File: src/rtl/addsub_pkg.sv
// Shared types and elaboration helpers for the multicycle add/subtract unit.
package addsub_pkg;

   typedef enum logic [1:0] {
      IDLE = 2'd0,
      CALC = 2'd1,
      DONE = 2'd2
   } state_t;

   function automatic int idx_width(input int nchunk);
      return (nchunk > 1) ? $clog2(nchunk) : 1;
   endfunction

   function automatic bit params_legal(input int width, input int chunk);
      return (chunk > 0) && (width % chunk == 0) && (width / chunk >= 2);
   endfunction

endpackage

File: src/rtl/addsub_multicycle_cla_chunk.sv
// Combinational carry-lookahead slice: every carry is formed directly from
// generate/propagate terms instead of rippling bit to bit.
module cla_chunk #(
   parameter int CHUNK = 8
) (
   input  logic [CHUNK-1:0] a,
   input  logic [CHUNK-1:0] b,
   input  logic             c_in,
   output logic [CHUNK-1:0] s,
   output logic             c_out,
   output logic             c_msb_in
);

   logic [CHUNK-1:0] g;
   logic [CHUNK-1:0] p;
   logic [CHUNK:0]   c;

   // Carry into bit n = OR over j<n of (g[j] & p[n-1..j+1]) | (p[n-1..0] & c_in).
   function automatic logic lookahead(input logic [CHUNK-1:0] gv,
                                      input logic [CHUNK-1:0] pv,
                                      input logic             cin,
                                      input int               n);
      logic cy;
      logic run;
      cy  = 1'b0;
      run = 1'b1;
      for (int j = n - 1; j >= 0; j--) begin
         cy  = cy | (run & gv[j]);
         run = run & pv[j];
      end
      return cy | (run & cin);
   endfunction

   assign g    = a & b;
   assign p    = a ^ b;
   assign c[0] = c_in;

   for (genvar gi = 1; gi <= CHUNK; gi++) begin : g_carry
      assign c[gi] = lookahead(g, p, c_in, gi);
   end

   assign s        = p ^ c[CHUNK-1:0];
   assign c_out    = c[CHUNK];
   assign c_msb_in = c[CHUNK-1];

endmodule

File: src/rtl/addsub_multicycle.sv
// Two's-complement add/subtract that walks a wide operand one CLA slice per
// clock, with registered inter-slice carry, status flags and an accumulator.
module addsub_multicycle
   import addsub_pkg::*;
#(
   parameter int WIDTH = 32,
   parameter int CHUNK = 8
) (
   input  logic             clk,
   input  logic             rst,
   input  logic             in_valid,
   output logic             in_ready,
   input  logic [WIDTH-1:0] a,
   input  logic [WIDTH-1:0] b,
   input  logic             sub,
   input  logic             acc_en,
   input  logic             acc_clr,
   output logic             out_valid,
   input  logic             out_ready,
   output logic [WIDTH-1:0] sum,
   output logic             carry,
   output logic             overflow,
   output logic             zero,
   output logic             negative
);

   localparam int NCHUNK = WIDTH / CHUNK;
   localparam int IW     = idx_width(NCHUNK);
   localparam logic [IW-1:0] LAST_IDX = IW'(NCHUNK - 1);

   if (!params_legal(WIDTH, CHUNK)) begin : g_param_check
      $error("addsub_multicycle: WIDTH must be a multiple of CHUNK with at least two slices");
   end

   state_t           state_reg;
   state_t           state_next;
   logic [WIDTH-1:0] opa_reg;
   logic [WIDTH-1:0] opb_reg;
   logic [WIDTH-1:0] acc_reg;
   logic             cin_reg;
   logic             acc_en_reg;
   logic [IW-1:0]    idx_reg;
   logic [CHUNK-1:0] result_reg [NCHUNK];
   logic             carry_reg;
   logic             ovf_reg;
   logic             zero_reg;
   logic             neg_reg;
   logic             fin_reg;

   logic [CHUNK-1:0] opa_ch [NCHUNK];
   logic [CHUNK-1:0] opb_ch [NCHUNK];
   logic [WIDTH-1:0] result_w;
   logic [CHUNK-1:0] slice_s;
   logic             slice_cout;
   logic             slice_cmsb;

   for (genvar gi = 0; gi < NCHUNK; gi++) begin : g_slices
      assign opa_ch[gi]                  = opa_reg[gi*CHUNK +: CHUNK];
      assign opb_ch[gi]                  = opb_reg[gi*CHUNK +: CHUNK];
      assign result_w[gi*CHUNK +: CHUNK] = result_reg[gi];
   end

   cla_chunk #(.CHUNK(CHUNK)) u_cla (
      .a        (opa_ch[idx_reg]),
      .b        (opb_ch[idx_reg]),
      .c_in     (cin_reg),
      .s        (slice_s),
      .c_out    (slice_cout),
      .c_msb_in (slice_cmsb)
   );

   always_ff @(posedge clk) begin
      if (rst) begin
         state_reg <= IDLE;
      end else begin
         state_reg <= state_next;
      end
   end

   always_comb begin
      state_next = state_reg;
      case (state_reg)
         IDLE:    if (in_valid) state_next = CALC;
         CALC:    if (idx_reg == LAST_IDX) state_next = DONE;
         DONE:    if (fin_reg && out_ready) state_next = IDLE;
         default: state_next = IDLE;
      endcase
   end

   always_comb begin
      in_ready  = (state_reg == IDLE);
      out_valid = (state_reg == DONE) && fin_reg;
   end

   always_ff @(posedge clk) begin
      if (rst) begin
         opa_reg    <= '0;
         opb_reg    <= '0;
         acc_reg    <= '0;
         cin_reg    <= 1'b0;
         acc_en_reg <= 1'b0;
         idx_reg    <= '0;
         carry_reg  <= 1'b0;
         ovf_reg    <= 1'b0;
         zero_reg   <= 1'b0;
         neg_reg    <= 1'b0;
         fin_reg    <= 1'b0;
         for (int i = 0; i < NCHUNK; i++) begin
            result_reg[i] <= '0;
         end
      end else begin
         case (state_reg)
            IDLE: begin
               if (acc_clr) acc_reg <= '0;
               if (in_valid) begin
                  // A coincident clear wins over the stale accumulator value.
                  opa_reg    <= acc_en ? (acc_clr ? '0 : acc_reg) : a;
                  opb_reg    <= b ^ {WIDTH{sub}};
                  cin_reg    <= sub;
                  acc_en_reg <= acc_en;
                  idx_reg    <= '0;
                  fin_reg    <= 1'b0;
               end
            end
            CALC: begin
               result_reg[idx_reg] <= slice_s;
               cin_reg             <= slice_cout;
               idx_reg             <= idx_reg + 1'b1;
               if (idx_reg == LAST_IDX) begin
                  carry_reg <= slice_cout;
                  ovf_reg   <= slice_cout ^ slice_cmsb;
               end
            end
            DONE: begin
               // Wide zero-detect gets its own cycle so it stays off the slice adder path.
               if (!fin_reg) begin
                  zero_reg <= (result_w == '0);
                  neg_reg  <= result_w[WIDTH-1];
                  fin_reg  <= 1'b1;
               end else if (out_ready) begin
                  if (acc_en_reg) acc_reg <= result_w;
                  fin_reg <= 1'b0;
               end
            end
            default: ;
         endcase
      end
   end

   assign sum      = result_w;
   assign carry    = carry_reg;
   assign overflow = ovf_reg;
   assign zero     = zero_reg;
   assign negative = neg_reg;

endmodule

File: config.mk
export PLATFORM = sky130hd
export DESIGN_NAME = addsub_multicycle
export DESIGN_NICKNAME = d
export VERILOG_FILES = /design/src/rtl/addsub_pkg.sv /design/src/rtl/addsub_multicycle_cla_chunk.sv /design/src/rtl/addsub_multicycle.sv
export SDC_FILE = /design/constraint.sdc
export NUM_CORES = 1
export LEC_CHECK = 0
export CAP_MARGIN = 40
export CORE_UTILIZATION = 25
export DETAILED_ROUTE_END_ITERATION = 7
export PLACE_DENSITY = 0.56
export SLEW_MARGIN = 10
export SYNTH_ARGS = -nofsm -noshare
export SYNTH_HDL_FRONTEND = slang
export SYNTH_SLANG_ARGS = --single-unit
File: constraint.sdc
create_clock -name clk -period 3.9 [get_ports clk]
set_input_delay 0.39 -clock clk [delete_from_list [all_inputs] [get_ports clk]]
set_output_delay 0.39 -clock clk [all_outputs]
set_load 0.05 [all_outputs]
Word-level counts from Yosys, hierarchy flattened

Memories as Yosys holds them, arrays and structs flattened.
Cells that the tools add are included.

Memories: 1
Flip-flop bits (word level): 107
Word-level logic and storage cells: 177
Memory bits (writable): 32

Mux-type cells: 32
Equality and inequality tests: 9
$lt $le $gt $ge: 1
Add/subtract/negate cells: 1
Reductions and logical operators: 14
Bitwise logic cells: 107

Memory list:

| memory     | words | width | rd ports | clocked after Yosys merged registers in | write ports | line                    | source |
|---|---|---|---|---|---|---|---|
| result_reg | 4     | 8     | 4        | 0                                       | 4           | addsub_multicycle.sv:43 | `logic [CHUNK-1:0] result_reg [NCHUNK];` |

Operators with widths:

| kind                 | number |
|---|---|
| $mux W32             | 5 |
| $and A1 B1 Y1        | 64 |
| $pmux W32 S2         | 1 |
| $mux W8              | 5 |
| $or A1 B1 Y1         | 36 |
| $bmux W8 S2          | 2 |
| $logic_not A32 Y1    | 1 |
| $xor A32 B32 Y32     | 1 |
| $xor A8 B8 Y8        | 2 |
| $ne A2 B2 Y1 const B | 6 |
| $mux W1              | 10 |
| $mux W2              | 5 |
| $reduce_and A2 Y1    | 5 |
| $and A8 B8 Y8        | 1 |
| $reduce_or A8 Y1     | 1 |
| $pmux W2 S3          | 1 |
| $eq A2 B2 Y1 const B | 2 |
| $pmux W1 S2          | 2 |
| $pmux W2 S2          | 1 |
| $reduce_and A4 Y1    | 1 |
| $reduce_bool A2 Y1   | 2 |
| $ge A3 B3 Y1 const B | 1 |
| $not A2 Y3           | 1 |
| $reduce_and A3 Y1    | 1 |
| 6 further kinds      | 7 |

Depth between registers and ports, before layout

Gate-level depths: netlist of run 1.

Word-level depth: 15
Depth in mapped cells: 10

Hierarchy

From an unflattened synthesis of run 1, not the netlist that was laid out.

Cell total of the unflattened synthesis: 608
Area, all modules: 6,521.3 um^2

Modules (own cells, without submodules):

| module            | area an instance (um^2) | sequential area each (um^2) | times used | cells each |
|---|---|---|---|---|
| addsub_multicycle | 6,182.2                 | 3,103.0                     | 1          | 567 |
| cla_chunk         | 339.1                   | 0.0                         | 1          | 41 |

Worst setup path after synthesis of run 1

OpenSTA, ideal clock, no wires.

Path type: register to register
Start point: register idx_reg[1]
End point: memory result_reg[2][7], data pin
Library setup time: 0.263 ns
Required time: 3.637 ns
Arrival: 2.553 ns
Buffers on the path: 3
Clock period less this slack: 2.816 ns
Setup slack: 1.084 ns
Cell stages (with the launch flop): 11
Cell sequence: dfxtp_1 clkbuf_1 buf_2 mux4_2 ha_1 buf_6 a21oi_2 a21oi_1 a211oi_1 xor2_1 nor2_1

RTL lines:

| what                     | line                     | source |
|---|---|---|
| start: declaration       | addsub_multicycle.sv:42  | `logic [IW-1:0] idx_reg;` |
| start signal: assignment | addsub_multicycle.sv:128 | `idx_reg <= idx_reg + 1'b1;` |
| end: declaration         | addsub_multicycle.sv:43  |  |

==> reports/results.tsv, run 1 <==
metric	value	unit
status	complete, no violations	
row_count	58	
synth_xor_area_share	5.052	%
finalSetupViolations	0	
portBuffers	108	
die_w	162.2	um
required	4.06	ns
flow.area_growth_from_synthesis	30.64	%
antenna_found_initial	0	
drive_gt1_share	9.740	%
synth_mux_area_share	6.241	%
period_minus_slack	2.972	ns
yosys.area.top_type	dfxtp_1	
vias	5224	
grt_max_degree	84	
detail_route.wl_per_cell	17.63	um
finClkSkew	0.009749	ns
synth_top_family_by_area	compound AO/OA/AOI/OAI gates	
vdd_drop_max	0.0002435	V
final_cell_mix	nor2_1 (134), dfxtp_1 (107), clkdlybuf4s50_1 (105), nand2_1 (42), inv_1 (38)	
synth_area_leaders	dfxtp_1 (33%), edfxtp_1 (15%), nor2_1 (7.9%), mux4_2 (5.6%), xnor2_1 (4.5%)	
tritoncts	done	
rsz0062_at_grt	false	
overflow	0	
grt_pass1_vias	5032	
finalHoldViolCount	0	
gr-usage-all-layers	15.16	%
clkPwrFrac	44.2	%
synthCells	674	
synthAdderAreaFrac	2.263	%
hp-class	input pin to register	
crit_type	register to register	
p_sw	1.085	mW
cp-end-kind	register	
p_per_area	473.6	nW/um2
clock_sink_count	139	
synth_edf_count	32	
cts_resized	0	
ctsHoldBuffers	0	
ys_ff_latch	139	
num-fill-cells	2572	
clkTransAtPathRegs	0.06	ns
firstDrtPassIters	5	
leakage	3.005	nW
drc	0	
synth_top_area_share	33.39	%
clockBufferDepth	2	
pwr-share-comb	14.8	%
hpwl	14.02	mm
final_common_cell	nor2_1	
start_kind	register	
finalSetupTns	0	ns
worst_skew_pair.late_latency	0.43	ns
slew_headroom	46.58	%
viasPerCell	4.749	
drv_slew	0	
worstMarginPinSlew	0.8014	ns
post_cts.repair.setup_buffers	0	
synth_simple_gate_area_share	14.06	%
synth_nets	756	
ys_async_sr_fraction	0	%
critPathArrivalTime	3.14	ns
start_util	25.47	%
yosys.cell_types.count	45	
synth-main-ff-cell	dfxtp_1	
die_h	162.2	um
cts_made_buffers	17	
die_area	26300	um2
postLayoutSetupSlackWorst	0.9280	ns
syn_avg_cell_area	9.518	um2
seqPwrFrac	41.0	%
post-route-period-util	76.21	%
grt_pass1_wl	29.64	mm
yosysSeqAreaShare	48.37	%
swShare	27.33	%
totalWireLength	19.39	mm
synth_compound_area_share	17.69	%
cts_root_buffer	clkbuf_16	
crit_fanout	15	
dp_slack	0.9179	ns
n_antenna_cell	0	
detail-route-antenna-nets	0	
gp_congestion	0.8706	
drt_first_iter_violations	356	
fin_nets	839	
clock.fmax	336.5	MHz
pin_count	109	
synth_warnings	0	
p_int	2.885	mW
cap_violations	0	
cts_max_level	4	
synth_area	6415	um2
coreArea	25180	um2
-- power groups by stage --
stage / combinational, mW / sequential [mW] / clock, mW
2_1_floorplan: 0.330 / 1.69 / 0
4_1_cts: 0.594 / 1.62 / 1.78
5_1_grt: 0.641 / 1.63 / 1.85
3_3_place_gp: 0.585 / 1.66 / 0
6_report: 0.589 / 1.63 / 1.75
3_5_place_dp: 0.590 / 1.66 / 0
-- cells by family after synthesis --
kind of cell               Yosys count
and+or+nand+nor                    215
AOI/OAI and AO/OA                  158
DFF                                139
buffers and inverters               94
xor gates and xnor gates            37
muxes                               20
adders and majority gates           11
-- Yosys cell counts, types with 3 or more instances --
library cell,count
o221ai_1,32
mux2i_1,4
nor2_1,135
a211oi_1,34
edfxtp_1,32
ha_1,10
or3_1,3
o21ai_1,3
mux4_2,16
nand2b_1,6
buf_4,4
clkbuf_1,31
nor3_1,6
xnor2_1,33
dfxtp_1,107
inv_1,38
a22oi_1,33
a21o_1,4
xor2_1,4
buf_2,18
nand2_1,42
o21ai_0,33
nor4_1,8
a21oi_1,9
nand3_1,3
-- through the flow --
stage | util (%) | std cells | instance area (um2) | hold WS (ns) | power (mW)
after global placement | 30.66 | 1067 | 7721 | 0.4510 | 2.243
after CTS | 33.28 | 1100 | 8381 | 0.3436 | 3.998
after detailed placement | 30.74 | 1068 | 7741 | 0.4534 | 2.246
final | 33.28 | 1100 | 8381 | 0.3518 | 3.969
after global routing | 33.28 | 1100 | 8381 | 0.3610 | 4.123
after floorplan | - | 674 | 6415 | 0.4369 | 2.015
-- cell type report --
type                       count  area (um2)  area share [%]
sequential                   139        3103           37.03
multi-input combinational    441        2912           34.74
timing repair buffer         120        1171           13.97
clock buffer                  17       425.4           5.076
tap                          330       412.9           4.927
clock inverter                15       214.0           2.553
inverter                      38       142.6           1.702
-- path summary, 6_finish.rpt --
kind,from,to,slack [ns],cells past startpoint
worst max-delay path,idx_reg[1],result_reg[0][4],0.93,7
worst min-delay path,sub,opb_reg[20],0.35,3
worst max register to register,idx_reg[1],result_reg[0][4],0.93,7
worst min register to register,acc_en_reg,acc_en_reg,0.47,2
-- worst max-delay path, cell delays in order (launching register included) --
cell,delay [ns]
dfxtp_1,0.75
mux4_2,0.45
ha_1,0.34
a211oi_2,0.28
o21bai_2,0.16
a21oi_1,0.20
xor2_1,0.42
nor2_1,0.11
-- per-layer routing --
layer	vias up	part of all wire [%]	GRT usage (%)
met5	-	0	0
met4	0	2.6	6.304
met3	31	8.6	5.312
met2	200	44	22.81
met1	2435	45	19.65
li1	2558	-	-
Note: power is estimated with default switching activity, not from simulation.
==> inputs of run 2 (changes only) <==
==> constraint.sdc (replaced) <==
create_clock -name clk -period 2.75 [get_ports clk]
set_input_delay 0.275 -clock clk [delete_from_list [all_inputs] [get_ports clk]]
set_output_delay 0.275 -clock clk [all_outputs]
set_load 0.05 [all_outputs]
==> run 2 against run 1 <==
Wire length grew 1.1%. Final cell count increased by 2.3%. Worst setup slack worse by 0.82 ns. Via count grew 1.4%. First-iteration DRC count rose by 37%. Core utilization grew 0.87 points. Die area did not move. Clock skew increased by 0.0030 ns. Clock power rose by 22%. Largest power group is now sequential cells. Combinational power rose by 60%. Highest routed layer unchanged. Critical path type unchanged.
==> reports/results.tsv, run 2 (synthesis results as in run 1) <==
metric	value	unit	change
slew_headroom	43.99	%	-2.6 points
status	complete, no violations		
clkTransAtPathRegs	0.06	ns	about the same
cts_root_buffer	clkbuf_16		
ctsHoldBuffers	0		unchanged
vdd_drop_max	0.0003452	V	+42%
pwr-share-comb	17.6	%	+2.8 points
seq_area	3103	um2	unchanged
n_antenna_cell	0		unchanged
cts_made_buffers	17		unchanged
grt_pass1_wl	29.65	mm	about the same
p_int	3.882	mW	+35%
cap_violations	0		unchanged
min_from	acc_en_reg		
seqPwrFrac	42.8	%	+1.8 points
start_kind	register		
drv_slew	0		unchanged
die_h	162.2	um	unchanged
worst_skew_pair.late_latency	0.43	ns	about the same
leakage	3.113	nW	+3.6%
flow.area_growth_from_synthesis	34.06	%	
hp-class	register to register		
clock_sink_count	139		unchanged
final_cell_mix	nor2_1 (133), dfxtp_1 (107), clkdlybuf4s50_1 (105), nand2_1 (41), inv_1 (38)		
portBuffers	108		unchanged
final_common_cell	nor2_1		
crit_type	register to register		
period_minus_slack	2.645	ns	-0.3265 ns
overflow	0		unchanged
clock.fmax	378.0	MHz	+12%
totalWireLength	19.60	mm	+1.1%
dp_slack	0.04179	ns	-0.8761 ns
drc	0		unchanged
detail_route.wl_per_cell	17.42	um	-1.2%
swShare	27.75	%	+0.42 points
hold_depth	2		-1
worstMarginPinSlew	0.8401	ns	+0.03875 ns
postLayoutSetupSlackWorst	0.1045	ns	-0.8235 ns
p_total	5.373	mW	+35%
die_area	26300	um2	unchanged
fin_nets	864		+3.0%
clkPwrFrac	39.6	%	-4.6 points
regToRegSetupSlack	0.10	ns	-0.82 ns
vias	5297		+1.4%
drive_gt1_share	13.71	%	+4.0 points
row_count	58		unchanged
timing.rr.start	idx_reg[0]		
finalHoldViolCount	0		unchanged
firstDrtPassIters	6		+1
finalSetupViolations	0		unchanged
rr_worst_depth	10		+3
viasPerCell	4.708		-0.86%
critPathArrivalTime	2.81	ns	-0.33 ns
detail-route-antenna-nets	0		unchanged
cts_max_level	4		unchanged
multi_input_area	2978	um2	+2.3%
gp_congestion	0.8316		-4.5%
drt_first_iter_violations	488		+37%
finalSetupTns	0	ns	unchanged
hpwl	14.45	mm	+3.1%
required	2.91	ns	-1.15 ns
p_per_area	624.8	nW/um2	+32%
r2r_end	result_reg[3][6]		
p_sw	1.491	mW	+37%
coreArea	25180	um2	unchanged
post-route-period-util	96.20	%	+20 points
start_util	25.47	%	unchanged
antenna_found_initial	0		unchanged
tritoncts	done		
finClkSkew	0.01270	ns	+0.002955 ns
num-fill-cells	2558		-0.54%
gr-usage-all-layers	15.27	%	+0.10 points
grt_max_degree	65		-23%
pin_count	109		unchanged
rsz0062_at_grt	true		
crit_fanout	5		-10
cp-end-kind	register		
hold_end	acc_en_reg		
die_w	162.2	um	unchanged
grt_pass1_vias	4951		-1.6%
clockBufferDepth	2		unchanged
-- run 2: cell count changes in the layout (fill, tap and decap cells not counted), moves of 2 or more --
cell / previous run / this run
buf_4: 12 / 32
buf_12: 1 / 5
bufinv_16: 4 / 0
clkbuf_8: 0 / 4
clkinv_2: 0 / 3
ha_1: 10 / 7
inv_6: 4 / 1
clkbuf_1: 0 / 2
clkinvlp_4: 4 / 2
ha_4: 0 / 2
nor3_1: 6 / 4
nor3_2: 1 / 3
-- run 2: power by group through the flow --
| stage | Clock (mW) | Combinational [mW] | Sequential, mW |
|---|---|---|---|
| CTS | 2.17 | 0.927 | 2.30 |
| global route | 2.25 | 1.03 | 2.31 |
| finish | 2.13 | 0.945 | 2.30 |
| floorplan | 0 | 0.469 | 2.39 |
| detailed placement | 0 | 0.923 | 2.34 |
| global placement | 0 | 0.916 | 2.34 |
-- run 2: how the worst max path moves through the flow --
stage / endpoint / startpoint / slack (ns) / cells past startpoint
after global placement: result_reg[2][6] / idx_reg[0] / 0.04 / 10
after CTS: result_reg[2][7] / idx_reg[0] / 0.01 / 9
after floorplan: result_reg[2][7] / idx_reg[0] / 0.03 / 9
after global routing: result_reg[3][6] / idx_reg[0] / -0.01 / 10
final: result_reg[3][6] / idx_reg[0] / 0.10 / 10
after detailed placement: result_reg[2][7] / idx_reg[0] / 0.04 / 9
-- run 2: through the flow --
stage          hold slack [ns]  cell area, um2  cells  util (%)
4_1_cts                 0.4662            8514   1123     33.81
2_1_floorplan           0.4369            6419    674         -
3_3_place_gp            0.4498            7964   1091     31.63
3_5_place_dp            0.4557            7964   1091     31.63
6_report                0.4669            8600   1125     34.15
5_1_grt                 0.4785            8600   1125     34.15
-- run 2: worst max-delay path, cell delays in order (launching register included) --
cell	delay, ns
dfxtp_1	0.34
buf_4	0.16
mux4_2	0.55
ha_4	0.27
a211oi_2	0.24
buf_4	0.15
o21bai_4	0.09
a31o_2	0.26
a21oi_1	0.12
buf_4	0.15
nor3_1	0.04
-- run 2: area by class of cell --
cell class                      count  area share, %
Tap cell                          330          4.801
Clock buffer                       23          5.674
Inverter                           38          1.659
Sequential cell                   139          36.08
Multi-Input combinational cell    441          34.63
Clock inverter                      9         0.7275
Timing Repair Buffer              145          16.43
-- run 2: per-layer routing --
layer	share of wire (%)	vias to the layer above	track usage [%]
li1	-	2605	-
met1	45	2482	21.01
met2	46	190	23.55
met3	7.3	20	3.933
met4	1.4	0	4.117
met5	0	-	0
-- run 2: what timing repair did --
item | in CTS | in global routing
buffers inserted | 0 | 2
resized for setup | 0 | 13
endpoints found under the setup margin | 0 | 17
